`config.mk`:
```
export PLATFORM = sky130hd
export DESIGN_NAME = otter_decode_stage
export DESIGN_NICKNAME = d
export VERILOG_FILES = /design/src/rtl/otter_pkg.sv /design/src/rtl/otter_skid_buf.sv /design/src/rtl/otter_decode_stage.sv
export SDC_FILE = /design/constraint.sdc
export NUM_CORES = 1
export LEC_CHECK = 0
export ABC_AREA = 0
export CORE_MARGIN = 5
export CORE_UTILIZATION = 30
export CTS_CLUSTER_SIZE = 28
export DETAILED_ROUTE_END_ITERATION = 8
export GPL_ROUTABILITY_DRIVEN = 0
export PLACE_DENSITY_LB_ADDON = 0.25
export SYNTH_ARGS = -nofsm -noshare
export SYNTH_HDL_FRONTEND = slang
export SYNTH_SLANG_ARGS = --single-unit
```
`constraint.sdc`:
```
create_clock -name clk -period 11.65 [get_ports clk]
set_input_delay 2.33 -clock clk [delete_from_list [all_inputs] [get_ports clk]]
set_output_delay 2.33 -clock clk [all_outputs]
set_load 0.03 [all_outputs]
```
`src/rtl/otter_pkg.sv`:
```
// ============================================================================
// Module  : otter_pkg
// Brief   : Shared control encodings and opcode constants for the OTTER decode stage.
// Revision: 1.0 - initial release
// ============================================================================
`default_nettype none

package otter_pkg;

    typedef enum logic [3:0] {
        ALU_ADD  = 4'b0000,
        ALU_SLL  = 4'b0001,
        ALU_SLT  = 4'b0010,
        ALU_SLTU = 4'b0011,
        ALU_XOR  = 4'b0100,
        ALU_SRL  = 4'b0101,
        ALU_OR   = 4'b0110,
        ALU_AND  = 4'b0111,
        ALU_SUB  = 4'b1000,
        ALU_LUI  = 4'b1001,
        ALU_SRA  = 4'b1101
    } alu_fun_t;

    typedef enum logic [1:0] {
        SRCA_RS1  = 2'd0,
        SRCA_UIMM = 2'd1
    } alu_srca_t;

    typedef enum logic [2:0] {
        SRCB_RS2  = 3'd0,
        SRCB_IIMM = 3'd1,
        SRCB_SIMM = 3'd2,
        SRCB_PC   = 3'd3
    } alu_srcb_t;

    typedef enum logic [2:0] {
        PC_PLUS4  = 3'd0,
        PC_JALR   = 3'd1,
        PC_BRANCH = 3'd2,
        PC_JAL    = 3'd3,
        PC_TRAP   = 3'd4
    } pc_source_t;

    typedef enum logic [1:0] {
        WR_PC4 = 2'd0,
        WR_MEM = 2'd2,
        WR_ALU = 2'd3
    } rf_wr_sel_t;

    localparam logic [6:0] OP_LUI    = 7'b0110111;
    localparam logic [6:0] OP_AUIPC  = 7'b0010111;
    localparam logic [6:0] OP_JAL    = 7'b1101111;
    localparam logic [6:0] OP_JALR   = 7'b1100111;
    localparam logic [6:0] OP_BRANCH = 7'b1100011;
    localparam logic [6:0] OP_LOAD   = 7'b0000011;
    localparam logic [6:0] OP_STORE  = 7'b0100011;
    localparam logic [6:0] OP_IMM    = 7'b0010011;
    localparam logic [6:0] OP_REG    = 7'b0110011;

    typedef struct packed {
        alu_fun_t   alu_fun;
        alu_srca_t  alu_srca;
        alu_srcb_t  alu_srcb;
        pc_source_t pc_source;
        rf_wr_sel_t rf_wr_sel;
        logic       reg_we;
        logic       mem_we;
        logic       mem_rden;
        logic [1:0] mem_size;
        logic       mem_sign;
        logic       illegal;
    } ctrl_t;

endpackage

`default_nettype wire

```
`src/rtl/otter_skid_buf.sv`:
```
// ============================================================================
// Module  : otter_skid_buf
// Brief   : Small FIFO output buffer with flush; ready stays high when full if the head drains.
// Revision: 1.0 - initial release
// ============================================================================
`default_nettype none

module otter_skid_buf #(
    parameter int WIDTH = 32,
    parameter int DEPTH = 2
) (
    input  logic             clk,
    input  logic             rst_n,
    input  logic             flush_i,
    input  logic             in_valid_i,
    output logic             in_ready_o,
    input  logic [WIDTH-1:0] in_data_i,
    output logic             out_valid_o,
    input  logic             out_ready_i,
    output logic [WIDTH-1:0] out_data_o
);

    localparam int PTR_W = (DEPTH > 1) ? $clog2(DEPTH) : 1;
    localparam int CNT_W = $clog2(DEPTH + 1);

    logic [WIDTH-1:0] mem_q [DEPTH];
    logic [PTR_W-1:0] wr_ptr_q, wr_ptr_d;
    logic [PTR_W-1:0] rd_ptr_q, rd_ptr_d;
    logic [CNT_W-1:0] count_q, count_d;
    logic             w_full;
    logic             w_push;
    logic             w_pop;

    function automatic logic [PTR_W-1:0] ptr_inc(input logic [PTR_W-1:0] p);
        return (p == PTR_W'(DEPTH - 1)) ? '0 : p + 1'b1;
    endfunction

    // A full buffer still accepts when its head leaves on the same edge.
    assign w_full      = (count_q == CNT_W'(DEPTH));
    assign out_valid_o = (count_q != '0);
    assign in_ready_o  = ~w_full | out_ready_i;
    assign w_pop       = out_valid_o & out_ready_i & ~flush_i;
    assign w_push      = in_valid_i & in_ready_o & ~flush_i;
    assign out_data_o  = out_valid_o ? mem_q[rd_ptr_q] : '0;

    always_comb begin
        wr_ptr_d = wr_ptr_q;
        rd_ptr_d = rd_ptr_q;
        count_d  = count_q;
        if (flush_i) begin
            wr_ptr_d = '0;
            rd_ptr_d = '0;
            count_d  = '0;
        end else begin
            if (w_push) wr_ptr_d = ptr_inc(wr_ptr_q);
            if (w_pop)  rd_ptr_d = ptr_inc(rd_ptr_q);
            if (w_push && !w_pop)      count_d = count_q + 1'b1;
            else if (w_pop && !w_push) count_d = count_q - 1'b1;
        end
    end

    always_ff @(posedge clk or negedge rst_n) begin
        if (!rst_n) begin
            wr_ptr_q <= '0;
            rd_ptr_q <= '0;
            count_q  <= '0;
        end else begin
            wr_ptr_q <= wr_ptr_d;
            rd_ptr_q <= rd_ptr_d;
            count_q  <= count_d;
        end
    end

    always_ff @(posedge clk) begin
        if (w_push) mem_q[wr_ptr_q] <= in_data_i;
    end

endmodule

`default_nettype wire

```
`src/rtl/otter_decode_stage.sv`:
```
// ============================================================================
// Module  : otter_decode_stage
// Brief   : RV32I control decode with branch resolution, registered through a skid buffer.
//           Optional build macro OTTER_DECODE_ILLEGAL_EN enables illegal-encoding detection.
// Revision: 1.0 - initial release
// ============================================================================
`default_nettype none

module otter_decode_stage
    import otter_pkg::*;
#(
    parameter int XLEN       = 32,
    parameter int SKID_DEPTH = 2
) (
    input  logic            clk,
    input  logic            rst_n,
    input  logic            in_valid_i,
    output logic            in_ready_o,
    input  logic [31:0]     ir_i,
    input  logic [XLEN-1:0] pc_i,
    input  logic [XLEN-1:0] rs1_data_i,
    input  logic [XLEN-1:0] rs2_data_i,
    input  logic            int_taken_i,
    input  logic            flush_i,
    output logic            out_valid_o,
    input  logic            out_ready_i,
    output logic [3:0]      alu_fun_o,
    output logic [1:0]      alu_srca_o,
    output logic [2:0]      alu_srcb_o,
    output logic [2:0]      pc_source_o,
    output logic [1:0]      rf_wr_sel_o,
    output logic            reg_we_o,
    output logic            mem_we_o,
    output logic            mem_rden_o,
    output logic [1:0]      mem_size_o,
    output logic            mem_sign_o,
    output logic [XLEN-1:0] out_pc_o,
    output logic            illegal_o
);

    localparam int PAY_W = $bits(ctrl_t) + XLEN;

    logic [6:0]       w_opcode;
    logic [2:0]       w_funct3;
    ctrl_t            w_dec;
    ctrl_t            w_ctrl;
    ctrl_t            w_out_ctrl;
    logic             w_unknown;
    logic             w_bad_f7;
    logic             w_taken;
    logic             w_nop;
    logic             w_illegal;
    logic             w_unused_bits;
    logic [PAY_W-1:0] w_out_data;

    assign w_opcode      = ir_i[6:0];
    assign w_funct3      = ir_i[14:12];
    assign w_bad_f7      = ((w_opcode == OP_REG) || ((w_opcode == OP_IMM) && (w_funct3[1:0] == 2'b01)))
                           && !((ir_i[31:25] == 7'b0000000) || (ir_i[31:25] == 7'b0100000));
    assign w_unused_bits = ^{w_bad_f7, ir_i[11:7], ir_i[24:15]};

    always_comb begin
        w_dec     = '0;
        w_unknown = 1'b0;
        w_taken   = 1'b0;
        case (w_opcode)
            OP_LUI: begin
                w_dec.alu_fun   = ALU_LUI;
                w_dec.alu_srca  = SRCA_UIMM;
                w_dec.rf_wr_sel = WR_ALU;
                w_dec.reg_we    = 1'b1;
            end
            OP_AUIPC: begin
                w_dec.alu_srca  = SRCA_UIMM;
                w_dec.alu_srcb  = SRCB_PC;
                w_dec.rf_wr_sel = WR_ALU;
                w_dec.reg_we    = 1'b1;
            end
            OP_JAL: begin
                w_dec.pc_source = PC_JAL;
                w_dec.reg_we    = 1'b1;
            end
            OP_JALR: begin
                w_unknown       = (w_funct3 != 3'b000);
                w_dec.pc_source = PC_JALR;
                w_dec.reg_we    = 1'b1;
            end
            OP_BRANCH: begin
                case (w_funct3)
                    3'b000:  w_taken = (rs1_data_i == rs2_data_i);
                    3'b001:  w_taken = (rs1_data_i != rs2_data_i);
                    3'b100:  w_taken = ($signed(rs1_data_i) <  $signed(rs2_data_i));
                    3'b101:  w_taken = ($signed(rs1_data_i) >= $signed(rs2_data_i));
                    3'b110:  w_taken = (rs1_data_i <  rs2_data_i);
                    3'b111:  w_taken = (rs1_data_i >= rs2_data_i);
                    default: w_unknown = 1'b1;
                endcase
                w_dec.pc_source = w_taken ? PC_BRANCH : PC_PLUS4;
            end
            OP_LOAD: begin
                w_unknown       = (w_funct3 == 3'b011) || (w_funct3[2:1] == 2'b11);
                w_dec.alu_srcb  = SRCB_IIMM;
                w_dec.rf_wr_sel = WR_MEM;
                w_dec.reg_we    = 1'b1;
                w_dec.mem_rden  = 1'b1;
                w_dec.mem_size  = w_funct3[1:0];
                w_dec.mem_sign  = ~w_funct3[2];
            end
            OP_STORE: begin
                w_unknown      = w_funct3[2] || (w_funct3[1:0] == 2'b11);
                w_dec.alu_srcb = SRCB_SIMM;
                w_dec.mem_we   = 1'b1;
                w_dec.mem_size = w_funct3[1:0];
                w_dec.mem_sign = ~w_funct3[2];
            end
            OP_IMM: begin
                w_dec.alu_fun   = alu_fun_t'({(w_funct3 == 3'b101) & ir_i[30], w_funct3});
                w_dec.alu_srcb  = SRCB_IIMM;
                w_dec.rf_wr_sel = WR_ALU;
                w_dec.reg_we    = 1'b1;
            end
            OP_REG: begin
                w_dec.alu_fun   = alu_fun_t'({((w_funct3 == 3'b000) || (w_funct3 == 3'b101)) & ir_i[30],
                                              w_funct3});
                w_dec.rf_wr_sel = WR_ALU;
                w_dec.reg_we    = 1'b1;
            end
            default: w_unknown = 1'b1;
        endcase
    end

`ifdef OTTER_DECODE_ILLEGAL_EN
    assign w_nop     = w_unknown | w_bad_f7;
    assign w_illegal = w_nop;
`else
    assign w_nop     = w_unknown;
    assign w_illegal = 1'b0;
`endif

    // An interrupt turns the entry into a trap redirect with no side effects.
    always_comb begin
        if (w_nop) w_ctrl = '0;
        else       w_ctrl = w_dec;
        w_ctrl.illegal = w_illegal;
        if (int_taken_i) begin
            w_ctrl.pc_source = PC_TRAP;
            w_ctrl.reg_we    = 1'b0;
            w_ctrl.mem_we    = 1'b0;
            w_ctrl.mem_rden  = 1'b0;
        end
    end

    otter_skid_buf #(
        .WIDTH (PAY_W),
        .DEPTH (SKID_DEPTH)
    ) u_skid (
        .clk         (clk),
        .rst_n       (rst_n),
        .flush_i     (flush_i),
        .in_valid_i  (in_valid_i),
        .in_ready_o  (in_ready_o),
        .in_data_i   ({w_ctrl, pc_i}),
        .out_valid_o (out_valid_o),
        .out_ready_i (out_ready_i),
        .out_data_o  (w_out_data)
    );

    assign w_out_ctrl  = ctrl_t'(w_out_data[PAY_W-1:XLEN]);
    assign out_pc_o    = w_out_data[XLEN-1:0];
    assign alu_fun_o   = w_out_ctrl.alu_fun;
    assign alu_srca_o  = w_out_ctrl.alu_srca;
    assign alu_srcb_o  = w_out_ctrl.alu_srcb;
    assign pc_source_o = w_out_ctrl.pc_source;
    assign rf_wr_sel_o = w_out_ctrl.rf_wr_sel;
    assign reg_we_o    = w_out_ctrl.reg_we;
    assign mem_we_o    = w_out_ctrl.mem_we;
    assign mem_rden_o  = w_out_ctrl.mem_rden;
    assign mem_size_o  = w_out_ctrl.mem_size;
    assign mem_sign_o  = w_out_ctrl.mem_sign;
    assign illegal_o   = w_out_ctrl.illegal;

endmodule

`default_nettype wire

```
Yosys cells after proc, flatten, opt, wreduce, memory -nomap -nowiden

Memory sizes are Yosys's and may differ from the RTL's.
Cells that the tools add are included.

Add/sub/neg operators: 4
Order comparisons: 4
Equal/unequal tests: 20
Mux-type cells: 29
Bitwise operators: 10
Reductions and logical operators: 20

Operators with widths:

| kind               | count |
|---|---|
| $ge 32x32->1       | 2 |
| $lt 32x32->1       | 2 |
| $mux 53            | 1 |
| $eq 32x32->1       | 1 |
| $ne 32x32->1       | 1 |
| $eq 7x6->1 const B | 3 |
| $eq 7x7->1 const B | 3 |
| $mux 21            | 1 |
| $eq 7x5->1 const B | 2 |
| $mux 1             | 14 |
| $eq 3x3->1 const B | 4 |
| $pmux 2 s3         | 2 |
| $pmux 4 s3         | 1 |
| $mux 3             | 3 |
| $mux 2             | 4 |
| $eq 7x2->1 const B | 1 |
| $reduce_or 7->1    | 1 |
| $and 1x1->1        | 6 |
| $eq 2x2->1 const B | 3 |
| $pmux 1 s6         | 1 |
| $reduce_bool 2->1  | 3 |
| $reduce_bool 3->1  | 2 |
| $reduce_or 2->1    | 3 |
| $reduce_or 6->1    | 1 |
| 15 further kinds   | 22 |

Bits in registers: 4
Bits in writable memories: 104
Bits of input ports: 134
Output and inout port bits: 55
Word-level logic and storage cells: 91
Memories: 1

Memories:

| memory       | words | width | read ports | clocked after memory_dff | write ports | line                 | RTL |
|---|---|---|---|---|---|---|---|
| u_skid.mem_q | 2     | 52    | 1          | 0                        | 1           | otter_skid_buf.sv:26 | `logic [WIDTH-1:0] mem_q [DEPTH];` |

Longest topological paths before layout

Depth after elaboration: 10
Gate-level depth with buffers: 9
Gate-level depth less buffers: 9

Cells and area by module

A second synthesis with hierarchy kept.

Cells, all modules: 437
Area total of the unflattened synthesis: 5471.5 um^2

Modules (own cells, without submodules):

| module             | instances | cells an instance | area each (um^2) | seq. area each (um^2) |
|---|---|---|---|---|
| otter_skid_buf     | 1         | 251               | 4242.8           | 3283.1 |
| otter_decode_stage | 1         | 186               | 1228.7           | 0.0 |

Worst setup path before layout

Ideal clock, no wire load.

Kind: input port to flip-flop
Start point: input out_ready_i
End point: memory u_skid.mem_q[1][0] (netlist bit) (enable)
Library setup time: 0.530 ns
Data arrival time: 6.377 ns
Data required time: 11.120 ns
Slack: 4.743 ns
Stages on the path: 3
Path buffers: 0
Path through: or3b_2 nand2_1 nor3b_1

Cells in the longest elaborated chain, start to end: 5

Ends and longest elaborated chain:

| what                         | line                     | RTL |
|---|---|---|
| start: declaration           | otter_decode_stage.sv:26 | `input logic out_ready_i,` |
| $or 1x1->1                   | otter_skid_buf.sv:41     | `assign in_ready_o = ~w_full \| out_ready_i;` |
| $and 1x1->1 (2 in series)    | otter_skid_buf.sv:43     | `assign w_push = in_valid_i & in_ready_o & ~flush_i;` |
| $mux 1                       | otter_skid_buf.sv:75     | `if (w_push) mem_q[wr_ptr_q] <= in_data_i;` |
| $mux 1 (implied by the code) | otter_skid_buf.sv:75     |  |
| end: declaration             | otter_skid_buf.sv:26     |  |

No other way between the ends.

Final worst setup path

Start point: input out_ready_i
End point: output in_ready_o

Cells in the longest elaborated chain, start to end: 1

Ends and longest elaborated chain:

| what             | line                     | RTL |
|---|---|---|
| $or 1x1->1       | otter_skid_buf.sv:41     |  |
| end: declaration | otter_decode_stage.sv:18 | `output logic in_ready_o,` |

No other way between the ends.

==> results_dict.tcl <==
set metrics [dict create \
    p_per_area_nw_per_um2 126 \
    synth_top_cell_by_area "edfxtp_1" \
    drcViolationCount 0 \
    outcome "finished clean" \
    ff2ff_setup_slack_ns 9.77 \
    synth_cell_types 44 \
    n_antenna_cell 0 \
    worstSetupPathType "input port to output port" \
    drv_slew 0 \
    setup_viol 0 \
    worst_pin_slew_ns 0.686 \
    dieArea_um2 20000 \
    startpoint_type "input port" \
    critPathArrivalTime_ns 3.93 \
    ys_async_sr_fraction_pct 3.85 \
    fin_tns_setup_ns 0 \
    nets 752 \
    grt_pass1_wl_um 19700 \
    grt_max_degree 37 \
    pin_count 189 \
    clockBufferDepth 2 \
    critPathRequiredTime_ns 9.32 \
    io_buffers 164 \
    vias_per_cell 4.63 \
    hold_path_class "flip-flop to flip-flop" \
    fin_crit_ns 6.26 \
    finClkSkew_ns 0.00877 \
    post_cts_buffers 0 \
    max_freq_mhz 160 \
    dp_hpwl_um 9160 \
    syn_area_per_cell_um2 12.3 \
    grt_pass1_vias 3940 \
    clk-insertion-delay-late_ns 0.34 \
    synth.top_cell.area_share_pct 58.0 \
    synth_area_leaders "edfxtp_1, mux2i_1, ha_1" \
    leakage_nw 2.67 \
    core-area_um2 17100 \
    hold_buffers 0 \
    cts_root_buffer "clkbuf_16" \
    cts.repair.resized 0 \
    ys_ff_latch 104 \
    crit_path_end_kind "output port" \
    cts_buffers 9 \
    die_h_um 141 \
    syn_to_final_growth_pct 43.4 \
    dr.pass1.iters 4 \
    initial_core_util_pct 30.2 \
    row_count 48 \
    seq_area_frac_synth_pct 59.9 \
    htreeDepth 3 \
    fillers 1591 \
    tritoncts "yes" \
    synth_flop_cell "edfxtp_1" \
    clk_pin_slew_ns 0.07 \
    cap_violations 0 \
    drive_above_1_share_pct 4.57 \
    antenna_found_initial 0 \
    vdd_ir_drop_max_mv 0.0659 \
    vias 3781 \
    clkSinkCount 104 \
    finalHoldViolations 0 \
    relSlewSlack_pct 54.3 \
    initialDrtViolationCount 200 \
    grt_usage_pct 12.4 \
    wl_um 12400 \
    finalPower_mw 0.937 \
    gr-total-overflow 0 \
    yosysWarningCount 0 \
    syn_inst 422 \
    grt_setup_unrepaired "no" \
    routedWlPerCell_um 15.2 \
    path_max_fanout 6 \
    die_w_um 141 \
    synth_edf_count 100 \
    detail-route-antenna-nets 0 \
    synthesis.area_um2 5180 \
    timing.final.crit_share_pct 53.7 \
]
registers in the layout, indices dropped and copies added, names as in the netlist:
register,count
u_skid.rd_ptr_q,1
u_skid.wr_ptr_q,1
u_skid.mem_q,100
u_skid.count_q,2
final timing paths:
check / startpoint / to / depth (start not counted)
setup / recovery: out_ready_i / in_ready_o / 3
hold / removal: u_skid.wr_ptr_q / u_skid.wr_ptr_q / 2
setup reg to reg: u_skid.count_q[1] / u_skid.mem_q[1][8] / 4
hold reg to reg: u_skid.wr_ptr_q / u_skid.wr_ptr_q / 2
max in group asynchronous: rst_n / u_skid.rd_ptr_q / 1
min in group asynchronous: rst_n / u_skid.count_q[1] / 1
area by class of cell:
class	count	area, um2	share of cell area (%)
clock buffers	13	250	3.37
clock inverters	3	90.1	1.21
inverters	38	143	1.92
multi-input cells	263	1870	25.1
flip-flops and latches	104	3100	41.8
well taps	225	282	3.79
repair buffers	170	1690	22.7
layout by cell type, fill, tap and decap left out, types with 8 or more instances in the layout:
cell	instances
ha_1	32
nor3_1	9
inv_1	38
nand4_1	10
clkdlybuf4s50_1	164
o21ai_0	8
nor2_1	63
mux2i_1	52
clkbuf_16	9
nand2_1	15
a21oi_1	22
edfxtp_1	100
through the flow:
step,worst slack (ns),util (%),instance area (um2),hold slack [ns],std cells
finish,5.39,43.4,7420,0.586,816
CTS,5.40,43.4,7420,0.596,816
global route,5.35,43.4,7420,0.626,816
detailed placement,5.40,41.4,7080,0.581,800
floorplan,4.74,-,5180,0.519,424
global placement,5.42,41.4,7080,0.558,800
critical path, cell delays in order:
cell             delay (ns)
clkdlybuf4s50_1        0.50
or3b_2                 0.49
clkdlybuf4s50_1        0.61
synthesized netlist by cell type, drive strengths merged, types with 2 or more instances:
library cell  number
edfxtp           100
nor2              65
mux2i             52
inv               38
ha                32
a21oi             22
nand2             15
clkbuf            10
nand4             10
nor3              10
buf                9
o21ai              8
nand3              5
dfrtp              4
nor2b              4
nor4b              4
o21a               4
a211oi             2
a31oi              2
nor4               2
o211ai             2
o31ai              2
xor2               2
routing by layer:
metal	GRT usage (%)	part of all wire, %	up-vias
li1	-	-	1858
met5	0	0	-
met2	21.1	47	147
met1	14.9	42	1763
met3	4.04	9.4	13
met4	3.57	1.4	0
cells by family (layout without fill, tap and decap cells):
group                    Yosys count  after routing  share of synthesized area [%]
AND/OR/NAND/NOR                  123            123                           11.0
flip-flops                       104            104                           59.9
buffers and inverters             57            224                           4.50
multiplexers                      52             52                           10.1
AO/OA/AOI/OAI                     50             50                           6.14
adder cells (fa/ha/maj)           32             32                           7.73
XOR/XNOR                           3              3                          0.508
other                              1              3                         0.0724
report_power, final:
group / total (mW) / internal [mW] / switching, mW / leakage, nW
logic: 0.169 / 0.0823 / 0.0869 / 1.55
registers: 0.431 / 0.425 / 0.00632 / 0.962
clock network: 0.337 / 0.216 / 0.121 / 0.164
total: 0.937 / 0.723 / 0.214 / 2.67
(Power assumes the default switching activity.)
